**config.mk**
```make
export PLATFORM = sky130hd
export DESIGN_NAME = mod_reduce_final
export DESIGN_NICKNAME = d
export VERILOG_FILES = /design/src/rtl/mod_reduce_final_pkg.sv /design/src/rtl/mod_cond_sub.sv /design/src/rtl/mod_reduce_final.sv
export SDC_FILE = /design/constraint.sdc
export NUM_CORES = 1
export LEC_CHECK = 0
export ABC_AREA = 1
export ABC_CLOCK_PERIOD_IN_PS = 2900
export BUFFER_PORTS_ARGS = -buffer_cell sky130_fd_sc_hd__clkbuf_2
export CAP_MARGIN = 20
export CORE_MARGIN = 2
export CORE_UTILIZATION = 35
export CTS_CLUSTER_DIAMETER = 100
export DETAILED_ROUTE_END_ITERATION = 8
export GPL_ROUTABILITY_DRIVEN = 0
export PLACE_DENSITY = 0.59
export RECOVER_POWER = 25
export SLEW_MARGIN = 15
export SYNTH_ARGS = -nofsm -noshare
export SYNTH_HDL_FRONTEND = slang
export SYNTH_SLANG_ARGS = --single-unit
```
**constraint.sdc**
```tcl
create_clock -name clk -period 2.9 [get_ports clk]
set_input_delay 0.58 -clock clk [delete_from_list [all_inputs] [get_ports clk]]
set_output_delay 0.58 -clock clk [all_outputs]
set_load 0.005 [all_outputs]
```
**src/rtl/mod_reduce_final_pkg.sv**
```systemverilog
// Shared sizing constants and FSM state encoding for the final modular reduction stage.
package mod_reduce_final_pkg;

    localparam int MUL_SIZE = 56;
    localparam int RADIX    = 54;
    localparam int MAX_ITER = 7;

    typedef enum logic [1:0] {
        S_IDLE = 2'd0,
        S_SUB  = 2'd1,
        S_DONE = 2'd2
    } state_t;

endpackage

```
**src/rtl/mod_cond_sub.sv**
```systemverilog
// Combinational t >= m compare and t - m, sharing one subtractor (the borrow gives the compare).
module mod_cond_sub #(
    parameter int width = 56
) (
    input  logic [width-1:0] t,
    input  logic [width-1:0] m,
    output logic             ge,
    output logic [width-1:0] diff
);

    logic borrow;

    assign {borrow, diff} = {1'b0, t} - {1'b0, m};
    assign ge             = ~borrow;

endmodule

```
**src/rtl/mod_reduce_final.sv**
```systemverilog
// Reduces t = {in_hi, in_mid} modulo M by bounded repeated conditional subtraction.
//
// state  | meaning
// IDLE   | waiting for an operand, in_ready high
// SUB    | one conditional subtraction per cycle until t < M or the iteration cap
// DONE   | result presented on out_*, held until out_ready
module mod_reduce_final #(
    parameter int mul_size = mod_reduce_final_pkg::MUL_SIZE,
    parameter int radix    = mod_reduce_final_pkg::RADIX,
    parameter int MAX_ITER = mod_reduce_final_pkg::MAX_ITER
) (
    input  logic             clk,
    input  logic             rst_n,
    input  logic             in_valid,
    output logic             in_ready,
    input  logic [1:0]       in_hi,
    input  logic [radix-1:0] in_mid,
    input  logic [radix-1:0] mod,
    output logic             out_valid,
    input  logic             out_ready,
    output logic [radix-1:0] out_res,
    output logic [2:0]       out_iter,
    output logic             out_err
);

    import mod_reduce_final_pkg::*;

    localparam logic [2:0] ITER_CAP = 3'(MAX_ITER);

    state_t              state_q;
    state_t              state_d;
    logic [mul_size-1:0] t_q;
    logic [radix-1:0]    m_q;
    logic [2:0]          cnt_q;
    logic [mul_size-1:0] m_ext;
    logic [mul_size-1:0] diff;
    logic                ge;
    logic                at_cap;

    assign m_ext  = {{(mul_size-radix){1'b0}}, m_q};
    assign at_cap = (cnt_q == ITER_CAP);

    mod_cond_sub #(.width(mul_size)) u_cond_sub (
        .t    (t_q),
        .m    (m_ext),
        .ge   (ge),
        .diff (diff)
    );

    always_ff @(posedge clk or negedge rst_n) begin
        if (!rst_n) begin
            state_q <= S_IDLE;
        end else begin
            state_q <= state_d;
        end
    end

    always_comb begin
        state_d = state_q;
        case (state_q)
            S_IDLE:  if (in_valid) state_d = S_SUB;
            S_SUB:   if (!ge || at_cap) state_d = S_DONE;
            S_DONE:  if (out_ready) state_d = S_IDLE;
            default: state_d = S_IDLE;
        endcase
    end

    // Result registers are only written on SUB exit, so they hold through DONE.
    always_ff @(posedge clk or negedge rst_n) begin
        if (!rst_n) begin
            t_q      <= '0;
            m_q      <= '0;
            cnt_q    <= '0;
            out_res  <= '0;
            out_iter <= '0;
            out_err  <= 1'b0;
        end else if (state_q == S_IDLE && in_valid) begin
            t_q   <= {in_hi, in_mid};
            m_q   <= mod;
            cnt_q <= '0;
        end else if (state_q == S_SUB) begin
            if (ge && !at_cap) begin
                t_q   <= diff;
                cnt_q <= cnt_q + 3'd1;
            end else begin
                out_res  <= t_q[radix-1:0];
                out_iter <= cnt_q;
                out_err  <= ge;
            end
        end
    end

    assign in_ready  = (state_q == S_IDLE);
    assign out_valid = (state_q == S_DONE);

endmodule

```
# [After elaboration in Yosys (flattened, before gate mapping)]
# Cells that the tools add are included.
[totals] elab_cells=38 in_bits=114 reg_bits=173
[classes] n_reduce_logical=10 eq_ne=6 muxes=10 n_addsub=2 n_bitwise=3
[op_table] cell="$mux W56" n=3
[op_table] cell="$sub A56 B54 Y57" n=1
[op_table] cell="$mux W3" n=3
[op_table] cell="$mux W2" n=3
[op_table] cell="$pmux W2 S3" n=1
[op_table] cell="$reduce_and A3 Y1" n=2
[op_table] cell="$ne A2 B2 Y1 const B" n=2
[op_table] cell="$reduce_bool A2 Y1" n=2
[op_table] cell="$add A3 B1 Y3 const B" n=1
[op_table] cell="$eq A3 B3 Y1 const B" n=1
[op_table] cell="$not A1 Y1" n=3
[op_table] cell="$eq A2 B1 Y1 const B" n=1
[op_table] cell="$eq A2 B2 Y1 const B" n=1
[op_table] cell="$logic_and A1 B1 Y1" n=2
[op_table] cell="$logic_not A2 Y1" n=1
[op_table] cell="$ne A2 B1 Y1 const B" n=1
[op_table] cell="$reduce_and A2 Y1" n=1
[op_table] cell="$logic_not A1 Y1" n=1
[op_table] cell="$logic_or A1 B1 Y1" n=1

# [Depth between registers and ports, before layout]
# Gate-level depths: netlist (run 1).
[logic_depth] word_depth=6 ltp_mapped=18 ltp_nobuf=17

# [By module]
# A second synthesis (run 1) with hierarchy kept.
[unflattened] hier_cells=2102 hier_area_um2=12986.2
[modules_own_cells] module="mod_reduce_final" area_per_inst_um2=7628.6 instances=1 cells_per_inst=941
[modules_own_cells] module="mod_cond_sub" area_per_inst_um2=5357.6 instances=1 cells_per_inst=1161

# [Worst setup path after synthesis (run 1)]
# OpenSTA, ideal clock, no wires.
[synth_path] path_type="reg2reg" start="register t_q[0]" end="register t_q[10]" path_buffers=1 path_stages_with_launch=17 arrival_time_ns=2.100 period_less_slack_ns=2.233 required_ns=2.767 slack_ns=0.667 path_cell_list="dfrtp_1 -> inv_1 -> ha_1 -> fa_1 -> inv_1 -> nand2_1 -> nand2_1 -> nand3_1 -> nand2_2 -> nand2_1 -> nand3_2 -> nand2_1 -> nand3_2 -> nand3_2 -> nand2_2 -> clkbuf_1 -> o21ai_0"
[synth_via] elab_chain_cells=5 word_cells_on_any_way=8 classes_between="add/sub (1); mux (3); bitwise (1); reduce/logical (3)"
[synth_lines] item="start, declared" line_no="mod_reduce_final.sv:32" source="logic [mul_size-1:0] t_q;"
[synth_lines] item="start signal, assigned" line_no="mod_reduce_final.sv:78" source="t_q <= {in_hi, in_mid};"
[synth_lines] item="start signal, assigned" line_no="mod_reduce_final.sv:83" source="t_q <= diff;"
[synth_lines] item="$sub A56 B54 Y57 *" line_no="mod_cond_sub.sv:13" source="assign {borrow, diff} = {1'b0, t} - {1'b0, m};"
[synth_lines] item="$not A1 Y1" line_no="mod_cond_sub.sv:14" source="assign ge = ~borrow;"
[synth_lines] item="$logic_and A1 B1 Y1" line_no="mod_reduce_final.sv:82" source="if (ge && !at_cap) begin"
[synth_lines] item="$reduce_bool A2 Y1 (no source line)"
[synth_lines] item="$reduce_and A2 Y1 (no source line)"
# Mark *: on every way between the ends. The rest lies on a longest branch, timed or not. The select of a mux whose other input is x is not followed.
# A chain may end at the register's enable or synchronous reset.

# [Worst setup path after layout (run 1)]
[layout_path] start="register t_q[41]" end="register t_q[49]"
# The elaborated chain is that of the path after synthesis.

==> impl_metrics.sql, run 1 <==
INSERT INTO impl_metrics (metric_group, metric, value, unit) VALUES
('timing', 'final.min_clock_period', '2.62', 'ns'),
('synthesis', 'netlist_area', '12400', 'um2'),
('grt', 'antenna_found_initial', '0', ''),
('outcome', 'status', 'finished clean', ''),
('synthesis', 'nets_in_the_synthesized_netlist', '2157', ''),
('clocking', 'cts-buffers-inserted', '17', ''),
('placed_design', 'dpl.hpwl', '30300', 'um'),
('worst_setup_path', 'crit_path_cell_chain', 'ha_1 > nand2_1 > nor2_2 > inv_1 > nor2_2 > nand2_1 > nor2_1 > nand2_1 > nand3_2 > nand3_2 > nand2_2 > buf_12 > nand3_1 > nand2_1', ''),
('clocking', 'clk_latency', '0.45', 'ns'),
('worst_setup_path', 'worst_path_buf_inv', '2', ''),
('worst_hold_path', 'worstHoldPathCells', '2', ''),
('synthesis', 'synth_cell_types', '34', ''),
('clocking', 'cts_hold_buf', '0', ''),
('worst_setup_path', 'path_delay_family', 'simple AND/OR/NAND/NOR gates', ''),
('detailed_routing', 'drt_first_pass_iters', '5', ''),
('worst_setup_path', 'rr_endpoint', 't_q[49]', ''),
('die', 'fp.coreArea', '34700', 'um2'),
('worst_setup_path', 'worstSetupPathType', 'flop to flop', ''),
('synthesis', 'synth.ff_latch_count', '173', ''),
('worst_hold_path', 'worstHoldPathType', 'input port to flop', ''),
('cells_and_area', 'drive_above_1_share', '0.116', ''),
('cells_and_area', 'multi_input_comb_area', '6230', 'um2'),
('flow_run', 'maxCapViolations', '0', ''),
('worst_setup_path', 'end_kind', 'flop', ''),
('grt', 'grt_pass1_wl', '60700', 'um'),
('detailed_routing', 'vias', '12037', ''),
('die', 'ios', '174', ''),
('die', 'die_area', '36900', 'um2'),
('synthesis', 'post_synth.cell_area_avg', '6.23', 'um2'),
('synthesis', 'synth_enable_flop_cells', '0', ''),
('worst_setup_path', 'timing.reg2reg.setup_slack', '0.28', 'ns'),
('worst_setup_path', 'timing.reg2reg.worst_path_depth', '14', ''),
('clocking', 'clk_transition_reported_paths', '0.07', 'ns'),
('timing', 'worst_clock_skew', '0.0155', 'ns'),
('clocking', 'ctsResizeCount', '0', ''),
('clocking', 'cts-root-buf', 'clkbuf_16', ''),
('synthesis', 'synth_warnings', '0', ''),
('synthesis', 'synth.top_cell.area_share', '0.350', ''),
('worst_setup_path', 'crit_path_max_incr_delay', '0.48', 'ns'),
('worst_setup_path', 'cp_common_cell', 'nand2_1', ''),
('placed_design', 'postPlaceCellArea', '13700', 'um2'),
('cells_and_area', 'fillers', '3823', ''),
('grt', 'grt_max_degree', '73', ''),
('worst_setup_path', 'worst-path-stages', '14', ''),
('synthesis', 'synth_area_leader_cell', 'dfrtp_1', ''),
('detailed_routing', 'detail-route-antenna-nets', '0', ''),
('cells_and_area', 'final_area', '14300', 'um2'),
('synthesis', 'synth.most_common_cell', 'nand2_1', ''),
('worst_setup_path', 'cp_data_required_time', '3.28', 'ns'),
('clocking', 'clock_path_buffers', '2', ''),
('timing', 'report.final.setup_viol', '0', ''),
('die', 'dieHeight', '192', 'um'),
('synthesis', 'synthesis.instances', '1986', ''),
('timing', 'relSlewSlack', '0.0766', ''),
('timing', 'max_freq', '382', 'MHz'),
('die', 'die_width', '192', 'um'),
('detailed_routing', 'drt_wl_total', '37800', 'um'),
('clocking', 'numClockSinks', '173', ''),
('worst_hold_path', 'timing.hold.worst.start', 'out_ready', ''),
('worst_setup_path', 'crit_arrival', '2.99', 'ns'),
('synthesis', 'synthTopCellsByCount', 'nand2_1 (847), inv_1 (404), dfrtp_1 (173)', ''),
('worst_setup_path', 'r2r-start', 't_q[41]', ''),
('timing', 'grt_setup_unrepaired', 'false', ''),
('timing', 'timing.final.crit_share', '0.903', ''),
('detailed_routing', 'drt_iter0_drc', '815', ''),
('grt', 'vias_in_the_first_global_route', '11781', ''),
('placed_design', 'io_buffer_count', '173', ''),
('detailed_routing', 'route.detailed.vias_per_inst', '4.61', ''),
('worst_setup_path', 'critPathSlowestCell', 'ha_1', ''),
('worst_setup_path', 'critPathLaunchType', 'flop', ''),
('grt', 'grt_usage', '0.213', '');
==> layout make-up <==
| cell class | instances | area share |
|---|---|---|
| multi-input combinational | 1357 | 0.435 |
| sequential | 173 | 0.302 |
| inverter | 408 | 0.107 |
| timing repair buffer | 187 | 0.0747 |
| tap | 455 | 0.0397 |
| clock buffer | 20 | 0.0319 |
| clock inverter | 12 | 0.00960 |
==> flip-flops by register name, summed over array words and instances, names as in the netlist <==
register,count
cnt_q,3
m_q,54
out_err,1
out_iter,3
out_res,54
state_q,2
t_q,56
==> layout by cell type, fill, tap and decap left out, drive strengths merged <==
master / Yosys / routed
clkinv: 0 / 6
o31ai: 1 / 1
clkbuf: 22 / 193
bufinv: 0 / 2
and2: 3 / 3
a21o: 1 / 1
nand3: 83 / 83
xnor2: 16 / 16
nand3b: 5 / 5
buf: 26 / 14
fa: 1 / 1
nand4: 13 / 13
o21ai: 153 / 153
inv: 408 / 410
a21oi: 32 / 32
o21bai: 2 / 2
nor2: 111 / 111
a31oi: 3 / 3
clkinvlp: 0 / 2
nor3: 11 / 11
ha: 56 / 56
or2: 8 / 8
xor2: 5 / 5
dfrtp: 173 / 173
nand2: 853 / 853
==> through the flow <==
stage	instances	hold slack [ns]	utilization	setup WS (ns)
global route	2612	0.309	0.413	0.0530
global placement	2580	0.467	0.396	0.385
floorplan	1986	0.284	-	0.667
CTS	2612	0.0933	0.413	0.294
detailed placement	2580	0.464	0.396	0.329
finish	2612	0.314	0.413	0.282
==> layer usage <==
metal / routed length [um] / global-route usage / share of wire
met5: 0 / 0 / 0
met4: 773 / 0.0608 / 0.020
met3: 2270 / 0.0378 / 0.060
met2: 16700 / 0.340 / 0.44
met1: 18100 / 0.296 / 0.48
==> worst max path at each step <==
stage,end,slack (ns),from
3_3_place_gp,t_q[54],0.38,t_q[39]
3_5_place_dp,cnt_q[1],0.33,t_q[0]
5_1_grt,t_q[55],0.05,t_q[0]
4_1_cts,t_q[7],0.29,t_q[41]
6_report,t_q[49],0.28,t_q[41]
2_1_floorplan,t_q[10],0.67,t_q[0]
==> cell families (layout without fill, tap and decap cells) <==
family,after synthesis,after routing,synth area share
and+or+nand+nor,1087,1087,0.351
buffers and inverters,456,627,0.147
AOI/OAI and AO/OA,192,192,0.0788
DFF,173,173,0.350
adders and majority gates,57,57,0.0583
xor gates and xnor gates,21,21,0.0149
==> worst register-to-register path, delay by kind of cell (launching register included) <==
kind | cells | cell delay (ns)
adders and majority gates | 1 | 0.48
buffers and inverters | 2 | 0.31
and+or+nand+nor | 11 | 1.34
DFF | 1 | 0.42
Power of run 1 is not shown: default switching activity piles up to over one toggle a cycle in this logic, so the estimate is an artifact.
==> inputs of run 2 (changes only) <==
--- a/config.mk
+++ b/config.mk
@@ -19,4 +19,5 @@
 export SLEW_MARGIN = 15
 export SYNTH_ARGS = -nofsm -noshare
 export SYNTH_HDL_FRONTEND = slang
+export SYNTH_HIERARCHICAL = 1
 export SYNTH_SLANG_ARGS = --single-unit
==> run 2 against run 1 <==
- worst setup slack got worse by 0.11 ns
- global-route usage rose by 0.14 points
- synthesized area rose by 5.0%
- count of clock-buffer cells in the layout fell by 1
- cell area rose by 6.3%
- clock skew fell by 0.0032 ns
- synthesized cell count rose by 5.8%
- sequential share of layout area fell by 1.8 points
- the flow now finishes with violations (max-capacitance violations, max-slew violations)
==> impl_metrics.sql, run 2 <==
INSERT INTO impl_metrics (metric_group, metric, value, unit) VALUES
('outcome', 'status', 'finished with violations', ''),
('outcome', 'violations', 'max-capacitance violations, max-slew violations', ''),
('grt', 'grt_max_degree', '95', ''),
('power', 'vdd_drop_max', '0.655', 'mV'),
('timing', 'worst_slew_pin_slew', '1.58', 'ns'),
('worst_setup_path', 'critPathLaunchType', 'flop', ''),
('clocking', 'cts-buffers-inserted', '17', ''),
('cells_and_area', 'fillers', '3998', ''),
('placed_design', 'io_buffer_count', '173', ''),
('detailed_routing', 'route.detailed.vias_per_inst', '4.79', ''),
('grt', 'vias_in_the_first_global_route', '12679', ''),
('timing', 'timing.final.crit_share', '0.942', ''),
('worst_setup_path', 'r2r-start', 't_q[39]', ''),
('worst_setup_path', 'worst_setup_path_startpoint', 't_q[39]', ''),
('cells_and_area', 'drive_above_1_share', '0.132', ''),
('worst_setup_path', 'crit_path_cell_chain', 'ha_1 > nand2_1 > nor2_1 > inv_1 > nor4_1 > nand2_1 > nand2_1 > nand2_1 > nand2_2 > inv_1 > nor2_2 > nand2_4 > nand2_8 > clkbuf_16 > o21ai_0', ''),
('cells_and_area', 'layout.cells.most_common', 'nand2_1', ''),
('cells_and_area', 'final_area', '15200', 'um2'),
('detailed_routing', 'vias', '13123', ''),
('worst_setup_path', 'peak_fanout_along_the_critical_path', '8', ''),
('synthesis', 'synth_top_cells_by_area', 'dfrtp_1 (33%), nand2_1 (27%), nand3_1 (10%)', ''),
('timing', 'totalNegativeSetupSlack', '0', 'ns'),
('synthesis', 'netlist_area', '13000', 'um2'),
('timing', 'report.final.setup_viol', '0', ''),
('cells_and_area', 'layout_top_registers', 't_q (56), m_q (54), out_res (54)', ''),
('synthesis', 'synth.top_cell.area_share', '0.333', ''),
('die', 'fp.coreArea', '36600', 'um2'),
('cells_and_area', 'largest_reg_flops', '56', ''),
('worst_setup_path', 'crit_path_max_incr_delay', '0.40', 'ns'),
('cells_and_area', 'regMostFlops', 't_q', ''),
('die', 'die_area', '38700', 'um2'),
('grt', 'grt_usage', '0.215', ''),
('placed_design', 'postPlaceCellArea', '14400', 'um2'),
('clocking', 'clk_latency', '0.46', 'ns'),
('worst_hold_path', 'worstHoldPathType', 'input port to flop', ''),
('detailed_routing', 'detail-route-antenna-nets', '0', ''),
('synthesis', 'synthesis.instances', '2102', ''),
('die', 'die_width', '197', 'um'),
('detailed_routing', 'drc', '0', ''),
('worst_setup_path', 'cp_data_required_time', '3.23', 'ns'),
('grt', 'antenna_found_initial', '0', ''),
('flow_run', 'maxCapViolations', '1', ''),
('clocking', 'numClockSinks', '173', ''),
('timing', 'final-max-slew-violation-count', '62', ''),
('worst_setup_path', 'crit_arrival', '3.06', 'ns'),
('cells_and_area', 'area_growth', '17.3', '%'),
('die', 'ios', '174', ''),
('timing', 'finalHoldViolations', '0', ''),
('worst_setup_path', 'worst_path_buf_inv', '3', ''),
('timing', 'grt_setup_unrepaired', 'false', ''),
('synthesis', 'synth_enable_flop_cells', '0', ''),
('die', 'dieHeight', '197', 'um'),
('clocking', 'cts_tree', 'done', ''),
('placed_design', 'dpl.hpwl', '32300', 'um'),
('worst_hold_path', 'timing.hold.worst.start', 'out_ready', ''),
('worst_setup_path', 'path_delay_family', 'simple AND/OR/NAND/NOR gates', ''),
('power', 'report.power.total', '22200', 'uW'),
('cells_and_area', 'n_antenna_cell', '0', ''),
('worst_setup_path', 'cp_common_cell', 'nand2_1', ''),
('cells_and_area', 'final_cell_mix', 'nand2_1 (936), inv_1 (339), nand3_1 (267)', ''),
('clocking', 'cts-root-buf', 'clkbuf_16', ''),
('synthesis', 'prevailing_post_synth_register_cell', 'dfrtp_1', ''),
('worst_setup_path', 'critPathSlowestCell', 'dfrtp_1', ''),
('synthesis', 'synth_warnings', '6', ''),
('timing', 'final.min_clock_period', '2.73', 'ns'),
('detailed_routing', 'avgRoutedWirePerCell', '15.4', 'um'),
('timing', 'relSlewSlack', '-0.0533', ''),
('detailed_routing', 'drt_wl_total', '42100', 'um'),
('clocking', 'cts_max_level', '4', ''),
('synthesis', 'synth_cell_types', '39', ''),
('synthesis', 'synthTopCellsByCount', 'nand2_1 (940), inv_1 (339), nand3_1 (267)', ''),
('synthesis', 'synth.ff_latch_count', '173', ''),
('synthesis', 'ys_seq_area_frac', '0.333', ''),
('worst_setup_path', 'worstSetupPathType', 'flop to flop', ''),
('cells_and_area', 'number_of_nets_in_the_final_layout', '2433', ''),
('die', 'placement_rows', '70', ''),
('power', 'cellPowerDensity', '1450', 'nW/um2'),
('synthesis', 'synth.most_common_cell', 'nand2_1', ''),
('timing', 'worst_clock_skew', '0.0123', 'ns'),
('timing', 'max_freq', '366', 'MHz'),
('clocking', 'clk_transition_reported_paths', '0.07', 'ns'),
('grt', 'grt_overflow', '0', ''),
('grt', 'grt_pass1_wl', '65800', 'um'),
('worst_setup_path', 'end_kind', 'flop', ''),
('die', 'initial_utilization', '0.355', ''),
('detailed_routing', 'drt_iter0_drc', '1005', ''),
('synthesis', 'synth_area_leader_cell', 'dfrtp_1', ''),
('clocking', 'clock_path_buffers', '2', ''),
('clocking', 'cts_hold_buf', '0', ''),
('synthesis', 'async_flop_share', '1.00', ''),
('power', 'power.leakage', '0.00916', 'uW'),
('detailed_routing', 'drt_first_pass_iters', '5', ''),
('synthesis', 'post_synth.cell_area_avg', '6.18', 'um2');
## run 2: cell count changes in the layout (fill, tap and decap cells not counted), sizes merged, moves of 6 or more
cell and delta:
xor2 +20, nand2 +97, or2 -6, and2 +6, inv -65, nand3 +191
o21ai -138, xnor2 -12, buf +19
## run 2: cell type report
cell class,instances,area [um2],area share
multi-input cells,1515,7140,0.469
flip-flops and latches,173,4330,0.284
repair buffers,210,1330,0.0870
inverters,343,1290,0.0845
well taps,468,586,0.0384
clock buffers,19,453,0.0297
clock inverters,12,115,0.00755
## run 2: repair_timing
item	CTS	global route
gates resized for setup	0	31
endpoints found under the setup margin	0	118
setup buffers	0	2
## run 2: through the flow
| stage | setup WS, ns | instances | hold WS [ns] | util |
|---|---|---|---|---|
| after floorplan | 0.428 | 2103 | 0.284 | - |
| after global placement | 0.176 | 2700 | 0.457 | 0.394 |
| after detailed placement | 0.162 | 2700 | 0.459 | 0.394 |
| after CTS | 0.142 | 2731 | 0.110 | 0.409 |
| after global routing | 0.00659 | 2740 | 0.314 | 0.416 |
| final | 0.169 | 2740 | 0.322 | 0.416 |
## run 2: layer usage
| metal | global-route usage | part of all wire | wire (um) | up-vias |
|---|---|---|---|---|
| li1 | - | - | - | 6696 |
| met1 | 0.301 | 0.46 | 19500 | 6017 |
| met2 | 0.344 | 0.45 | 18900 | 346 |
| met3 | 0.0318 | 0.061 | 2560 | 64 |
| met4 | 0.0632 | 0.028 | 1180 | 0 |
| met5 | 0 | 0 | 0 | - |
## run 2: power breakdown
part / switching (uW) / internal (uW) / leakage [uW]
clock: 1040 / 1230 / 0.000272
sequential: 747 / 3520 / 0.00219
combinational: 10300 / 5360 / 0.00671
## run 2: cells by family after synthesis
| logic type | share of synthesized area |
|---|---|
| simple gates | 0.442 |
| buf+inv | 0.127 |
| flops | 0.333 |
| fa+ha+maj | 0.0574 |
| compound gates | 0.0207 |
| xor+xnor | 0.0196 |
| other cells | 0.000289 |
## run 2: worst paths after layout
check                           depth (start not counted)           to  slack [ns]
worst max-delay path                                   15     cnt_q[2]        0.17
worst min register to register                          2  out_res[47]        0.47
worst min-delay path                                    2   state_q[1]        0.32
min in group asynchronous                               1  out_res[46]        0.50
max in group asynchronous                               2      t_q[32]        0.51
worst max register to register                         15     cnt_q[2]        0.17
## run 2: worst register-to-register path, cell delays in order (launching register included)
cell,delay (ns)
dfrtp_1,0.40
ha_1,0.35
nand2_1,0.14
nor2_1,0.19
inv_1,0.11
nor4_1,0.30
nand2_1,0.12
nand2_1,0.09
nand2_1,0.07
nand2_2,0.07
inv_1,0.06
nor2_2,0.14
nand2_4,0.11
nand2_8,0.18
clkbuf_16,0.20
o21ai_0,0.08
Power figures use the tool's default switching activity.
